==> config.mk <==
export PLATFORM = sky130hd
export DESIGN_NAME = led_breath_sched
export DESIGN_NICKNAME = d
export VERILOG_FILES = /design/src/rtl/led_breath_sched.sv
export SDC_FILE = /design/constraint.sdc
export NUM_CORES = 1
export LEC_CHECK = 0
export ABC_AREA = 1
export BUFFER_PORTS_ARGS = -buffer_cell sky130_fd_sc_hd__buf_2
export CAP_MARGIN = 20
export CELL_PAD_IN_SITES_DETAIL_PLACEMENT = 0
export CELL_PAD_IN_SITES_GLOBAL_PLACEMENT = 1
export CORE_ASPECT_RATIO = 2
export CORE_MARGIN = 2
export CORE_UTILIZATION = 43
export DETAILED_ROUTE_END_ITERATION = 10
export PLACE_DENSITY_LB_ADDON = 0.1
export SYNTH_ARGS = -nofsm -noshare
export SYNTH_HDL_FRONTEND = slang
export SYNTH_SLANG_ARGS = --single-unit
==> constraint.sdc <==
create_clock -name clk -period 3.1 [get_ports clk]
set_clock_uncertainty 0.2 [all_clocks]
set_input_delay 0.465 -clock clk [delete_from_list [all_inputs] [get_ports clk]]
set_output_delay 0.465 -clock clk [all_outputs]
set_load 0.02 [all_outputs]
==> src/rtl/led_breath_sched.sv <==
// LED breathing scheduler: ramps duty1 up, holds, ramps down, holds, and repeats
// while en is high; duty2 mirrors or complements duty1 for a second PWM channel.
module led_breath_sched #(
   parameter int unsigned TICK_DIV   = 195312,
   parameter int unsigned HOLD_TICKS = 64
) (
   input  logic       clk,
   input  logic       rst,
   input  logic       en,
   input  logic [3:0] step,
   input  logic       mode,
   output logic [7:0] duty1,
   output logic [7:0] duty2,
   output logic       busy,
   output logic       cyc_done
);

   localparam int unsigned PW = (TICK_DIV > 2) ? $clog2(TICK_DIV) : 1;

   typedef enum logic [2:0] {
      IDLE,
      UP,
      HOLD_HI,
      DOWN,
      HOLD_LO
   } state_t;

   state_t        state;
   logic [PW-1:0] pre_cnt;
   logic [7:0]    hold_cnt;
   logic [3:0]    step_lat;

   logic          tick;
   logic [8:0]    up_sum;
   logic          up_sat;
   logic          dn_sat;
   logic [7:0]    dn_diff;
   logic          hold_last;
   logic [3:0]    step_in;

   // Channel 2 is either a copy of channel 1 or its complement.
   function automatic logic [7:0] chan2(input logic [7:0] d, input logic m);
      return m ? d : (8'd255 - d);
   endfunction

   assign tick      = (state != IDLE) && (pre_cnt == PW'(TICK_DIV - 1));
   assign up_sum    = {1'b0, duty1} + {5'd0, step_lat};
   assign up_sat    = (up_sum >= 9'd255);
   assign dn_sat    = (duty1 <= {4'd0, step_lat});
   assign dn_diff   = duty1 - {4'd0, step_lat};
   assign hold_last = (hold_cnt == 8'(HOLD_TICKS - 1));
   assign step_in   = (step == 4'd0) ? 4'd1 : step;

   // NOTE: state is updated with non-blocking assignments so every branch reads
   // the pre-edge values of duty1, pre_cnt and hold_cnt.
   always_ff @(posedge clk) begin
      if (rst) begin
         state    <= IDLE;
         pre_cnt  <= '0;
         hold_cnt <= '0;
         step_lat <= 4'd1;
         duty1    <= 8'd0;
         duty2    <= chan2(8'd0, mode);
         busy     <= 1'b0;
         cyc_done <= 1'b0;
      end else begin
         // NOTE: defaults first; the case below overrides them only where
         // duty1 moves or the cycle ends, so duty2 always tracks mode.
         cyc_done <= 1'b0;
         duty2    <= chan2(duty1, mode);
         if (state != IDLE) begin
            pre_cnt <= tick ? '0 : pre_cnt + PW'(1);
         end

         case (state)
            IDLE: begin
               if (en) begin
                  state    <= UP;
                  busy     <= 1'b1;
                  pre_cnt  <= '0;
                  hold_cnt <= '0;
                  step_lat <= step_in;
               end
            end

            UP: begin
               if (tick) begin
                  if (up_sat) begin
                     duty1 <= 8'd255;
                     duty2 <= chan2(8'd255, mode);
                     state <= HOLD_HI;
                  end else begin
                     duty1 <= up_sum[7:0];
                     duty2 <= chan2(up_sum[7:0], mode);
                  end
               end
            end

            HOLD_HI: begin
               if (tick) begin
                  if (hold_last) begin
                     hold_cnt <= '0;
                     state    <= DOWN;
                  end else begin
                     hold_cnt <= hold_cnt + 8'd1;
                  end
               end
            end

            DOWN: begin
               if (tick) begin
                  if (dn_sat) begin
                     duty1 <= 8'd0;
                     duty2 <= chan2(8'd0, mode);
                     state <= HOLD_LO;
                  end else begin
                     duty1 <= dn_diff;
                     duty2 <= chan2(dn_diff, mode);
                  end
               end
            end

            HOLD_LO: begin
               if (tick) begin
                  if (hold_last) begin
                     hold_cnt <= '0;
                     cyc_done <= 1'b1;
                     // The prescaler keeps its phase across back-to-back cycles.
                     if (en) begin
                        state    <= UP;
                        step_lat <= step_in;
                     end else begin
                        state <= IDLE;
                        busy  <= 1'b0;
                     end
                  end else begin
                     hold_cnt <= hold_cnt + 8'd1;
                  end
               end
            end

            default: begin
               state <= IDLE;
               busy  <= 1'b0;
            end
         endcase
      end
   end

endmodule

==> results of run 1 <==
==> registers in the layout, summed over array words and instances (netlist names) <==
signal / flops
duty2: 8
hold_cnt: 8
pre_cnt: 18
busy: 1
state: 3
duty1: 8
cyc_done: 1
step_lat: 4
==> logic make-up (layout without fill, tap and decap cells) <==
| group | after synthesis | after routing | share of synthesized area (%) |
|---|---|---|---|
| AND/OR/NAND/NOR | 295 | 295 | 37.5 |
| AO/OA/AOI/OAI | 93 | 93 | 14.9 |
| XOR/XNOR | 19 | 19 | 4.70 |
| flip-flops | 51 | 51 | 28.8 |
| buffers and inverters | 85 | 108 | 9.40 |
| adder cells (fa/ha/maj) | 12 | 12 | 4.66 |
==> metal layers <==
layer	global-route usage, %	routed length, um	vias up
met4	10.2	324	0
met1	22.5	3660	1661
li1	-	-	1855
met5	0	0	-
met3	2.99	186	22
met2	47.6	5910	47
==> tightest hold or removal path: cells and delay by family <==
kind,cells,cell delay [ps]
compound gates,2,180
buf+inv,1,80
==> path summary, 6_finish.rpt <==
path | to | startpoint | slack (ps) | cells after the start
hold / removal | step_lat[3]$_SDFFE_PP0P_ | step[3] | 270 | 3
setup reg to reg | duty2[3]$_DFF_P_ | duty1[0]$_SDFFE_PP0P_ | 370 | 14
setup / recovery | duty2[3]$_DFF_P_ | duty1[0]$_SDFFE_PP0P_ | 370 | 14
hold reg to reg | step_lat[2]$_SDFFE_PP0P_ | step_lat[2]$_SDFFE_PP0P_ | 280 | 2
==> through the flow <==
| stage | cell area (um2) | total power (uW) | setup WS (ps) |
|---|---|---|---|
| floorplan | 3540 | 1420 | 623 |
| global placement | 3760 | 1660 | 462 |
| detailed placement | 3760 | 1670 | 369 |
| CTS | 3910 | 2250 | 349 |
| global route | 3910 | 2400 | 26.7 |
| finish | 3910 | 2230 | 366 |
==> cell type report <==
cell class	instances	area share [%]
Clock buffer	5	3.20
Clock inverter	3	0.609
Inverter	70	6.79
Multi-Input combinational cell	419	56.0
Sequential cell	51	26.1
Tap cell	96	3.08
Timing Repair Buffer	30	4.17
==> placed cells by master, fill, tap and decap left out, drive strengths merged, types with 3 or more instances in the layout <==
cell type	netlist	layout
dfxtp	51	51
nor2	71	71
a211oi	3	3
o21ai	34	34
nor4	5	5
nor3	19	19
buf	7	30
o211ai	4	4
nor3b	6	6
a21oi	46	46
inv	70	71
nand3	43	43
nand4	8	8
nand2	141	141
clkbuf	8	5
xor2	17	17
ha	10	10
==> power breakdown <==
group | switching [uW] | internal, uW
registers | 49.3 | 721
clock network | 274 | 303
logic | 618 | 266
total | 941 | 1290
==> reports/metrics.csv, run 1 <==
metric,value,unit
critPathSlowestCell,a31oi_1,
hpwl,8.09,mm
wire_per_inst,15.0,um
synth.area.top_cells,"dfxtp_1 (29%), nand2_1 (14%), inv_1 (6.7%), nor2_1 (6.6%), a21oi_1 (6.1%)",
cts-root-buf,clkbuf_16,
max_slew_margin,55.8,%
cts_max_path_buffers,2,
fmax,366,MHz
worst_pin_slew,661,ps
grt_use_total,24.0,%
cts-htree-levels,2,
drtAntennaViolNets,0,
fin_util,49.2,%
cpPeakStageDelay,400,ps
synth-main-ff-cell,dfxtp_1,
final-seq-area,1020,um2
drc_errors,0,
clock_latency,300,ps
io_pins,26,
ctsResizeCount,0,
path_cells,"inv_1, ha_1, inv_1, fa_1, a31oi_1, o21ai_2, inv_1, nor2_1, nand2_1, nand2_1, o21ai_0, nand2_1, o21ai_0, nand2_1",
synth_edf_count,0,
ys_seq_area_share,28.8,%
overflow,0,
yosys-top-cells-count,"nand2_1 (134), inv_1 (63), nor2_1 (62)",
worstPathArrival,2720,ps
cts_tree,done,
first_global_vias,3581,
grt_pass1_wl,16.7,mm
synth_most_common_cell,nand2_1,
worstSetupPathType,reg2reg,
vias_per_cell,5.32,
critPathTopFamily,compound AO/OA/AOI/OAI gates,
die_width,68.2,um
min_period,2730,ps
ctsHoldBuffers,0,
wl,10.1,mm
area_growth,10.3,%
multi_input_area,2190,um2
worst_setup_path_end_kind,flip-flop,
placed_cells_incl_taps,666,
syn_inst,555,
rows,46,
clk_pin_slew,70,ps
ir_drop,0.000344,V
ys.warnings.count,0,
synthArstFlopShare,0,%
required,3080,ps
fin_nets,597,
antenna_found_initial,0,
synth.distinct_cells,40,
grt_max_degree,24,
status,finished clean,
postCtsSetupRepairBufs,0,
yosysTopAreaCellShare,28.8,%
clkSinkCount,51,
rsz0062_at_grt,false,
hp-class,in2reg,
synth_area_leader_cell,dfxtp_1,
setup-violations-final,0,
drive_gt1_share,11.8,%
crit_top_cell,nand2_1,
core,7940,um2
yosys_register_bits,51,
drtPass1Iterations,4,
finalMaxSlewViolations,0,
p_per_area,572,nW/um2
cts_buffers,5,
p_leak,0.00174,uW
cp_num_buf_inv,3,
place_congestion,0.896,
hold_viol_final,0,
stdcell_count,674,
die_area,9020,um2
fillers,892,
finalSetupTns,0,ps
syn_avg_cell_area,6.38,um2
portBuffers,25,
syn_area,3540,um2
synth_nets,575,
antenna_cells,0,
fin_crit_sh,88.2,%
drv_cap,0,
startpoint_type,flip-flop,
whs,268,ps
dieHeight,132,um
start_util,44.6,%
vias,3585,
drtIter0Drc,127,
critPathMaxFanout,7,
Note: power is estimated with default switching activity, not from simulation.
==> run 2, diff against run 1 <==
Settings changed: CELL_PAD_IN_SITES_GLOBAL_PLACEMENT 1 to 2, CORE_UTILIZATION 43 to 33.
==> reports/metrics.csv, run 2 (synthesis gave the netlist of run 1 again) <==
metric,value,unit,change
status,finished clean,,
antenna_found_initial,0,,unchanged
setup-violations-final,0,,unchanged
worst_setup_path_end_kind,flip-flop,,
hpwl,9.00,mm,+11%
fin_nets,600,,+0.50%
multi_input_area,2190,um2,unchanged
critPathTopFamily,compound AO/OA/AOI/OAI gates,,
rows,53,,+15%
cts-htree-levels,2,,unchanged
dieHeight,150,um,+14%
most-common-layout-cells,"nand2_1 (134), inv_1 (63), nor2_1 (62), dfxtp_1 (51), a21oi_1 (43)",,
die_area,11600,um2,+29%
drv_cap,0,,unchanged
drtPass1Iterations,4,,unchanged
final-seq-area,1020,um2,unchanged
finalMaxSlewViolations,0,,unchanged
worstPathArrival,2680,ps,-40 ps
ctsHoldBuffers,0,,unchanged
fmax,369,MHz,+1.0%
max_slew_margin,61.9,%,+6.1 points
fin_area,4000,um2,+2.5%
cts_buffers,5,,unchanged
critPathMaxFanout,7,,unchanged
largest_register_ffs,18,,unchanged
hold_viol_final,0,,unchanged
grt_max_degree,28,,+17%
place_area,3830,um2,+2.0%
fin_crit_sh,87.3,%,-0.90 points
cpPeakStageDelay,390,ps,about the same
first_global_vias,3534,,-1.3%
grt_use_total,19.7,%,-4.3 points
clkSinkCount,51,,unchanged
grt_pass1_wl,17.8,mm,+6.9%
wl,11.0,mm,+9.0%
layout_commonest_cell,nand2_1,,
antenna_cells,0,,unchanged
rsz0062_at_grt,false,,
ir_drop,0.000338,V,-1.7%
hp-class,in2reg,,
clk_pin_slew,70,ps,about the same
top_register,pre_cnt,,
area_growth,13.1,%,
cp_num_buf_inv,3,,unchanged
wire_per_inst,15.3,um,+2.3%
io_pins,26,,unchanged
postCtsSetupRepairBufs,0,,unchanged
fillers,1231,,+38%
portBuffers,25,,unchanged
startpoint_type,flip-flop,,
ctsResizeCount,0,,unchanged
core,10500,um2,+32%
worst_pin_slew,572,ps,-89.2 ps
p_leak,0.00177,uW,+2.0%
vias,3552,,-0.92%
critPathSlowestCell,fa_1,,
p_per_area,582,nW/um2,+1.9%
crit_top_cell,nand2_1,,
drive_gt1_share,12.2,%,+0.46 points
vias_per_cell,4.95,,-7.0%
cts_tree,done,,
min_period,2710,ps,-27.8 ps
worstSetupPathType,reg2reg,,
whs,269,ps,+1.75 ps
start_util,33.8,%,-11 points
overflow,0,,unchanged
place_congestion,0.827,,-7.7%
cts_max_path_buffers,2,,unchanged
clock_latency,290,ps,about the same
finalSetupTns,0,ps,unchanged
die_width,77.2,um,+13%
required,3080,ps,about the same
cts-root-buf,clkbuf_16,,
path_cells,"inv_1, ha_1, inv_1, fa_1, a31oi_1, o21ai_2, inv_1, nor2_1, nand2_1, nand2_1, o21ai_0, nand2_1, o21ai_0, nand2_1",,
drc_errors,0,,unchanged
drtAntennaViolNets,0,,unchanged
drtIter0Drc,165,,+30%
run 2: cell types whose count changed in the layout (fill, tap and decap cells not counted):
| cell | change |
|---|---|
| clkbuf_8 | +1 |
| inv_6 | -1 |
| clkinvlp_4 | -2 |
| clkinv_2 | +1 |
| bufinv_16 | +1 |
| buf_4 | +3 |
run 2: power by group:
group	leakage (uW)	internal, uW	switching, uW
registers	0.000416	722	50.4
clock network	0.0000868	402	255
logic	0.00127	275	628
total	0.00177	1400	933
run 2: area by class of cell:
| type | instances | area share (%) |
|---|---|---|
| multi-input combinational | 419 | 54.6 |
| tap | 137 | 4.28 |
| timing repair buffer | 33 | 4.63 |
| clock inverter | 2 | 0.875 |
| sequential | 51 | 25.5 |
| inverter | 70 | 6.62 |
| clock buffer | 6 | 3.47 |
run 2: final timing paths:
kind                            start                       end  slack, ps  cells past startpoint
min                           step[3]  step_lat[3]$_SDFFE_PP0P_        270                      3
max             duty1[0]$_SDFFE_PP0P_          duty2[3]$_DFF_P_        390                     14
min reg2reg  step_lat[3]$_SDFFE_PP0P_  step_lat[3]$_SDFFE_PP0P_        280                      2
max reg2reg     duty1[0]$_SDFFE_PP0P_          duty2[3]$_DFF_P_        390                     14
run 2: per-layer routing:
metal | part of all wire, % | global-route usage [%] | vias up | wire (um)
li1 | - | - | 1854 | -
met1 | 35 | 17.7 | 1643 | 3850
met2 | 60 | 42.5 | 37 | 6640
met3 | 1.3 | 1.98 | 18 | 148
met4 | 3.2 | 8.21 | 0 | 347
met5 | 0 | 0 | - | 0
run 2: through the flow:
stage | setup slack, ps | instances | total power (uW) | util (%)
floorplan | 623 | 555 | 1420 | -
global placement | 426 | 710 | 1700 | 36.6
detailed placement | 347 | 710 | 1700 | 36.6
CTS | 341 | 718 | 2370 | 38.2
global route | 68.6 | 718 | 2490 | 38.2
finish | 393 | 718 | 2330 | 38.2
run 2: worst register-to-register path: cells and delay by family (launching register included):
| family | cells | cell delay (ps) |
|---|---|---|
| AND/OR/NAND/NOR | 5 | 340 |
| flip-flops | 1 | 350 |
| AO/OA/AOI/OAI | 4 | 830 |
| adder cells (fa/ha/maj) | 2 | 540 |
| buffers and inverters | 3 | 310 |
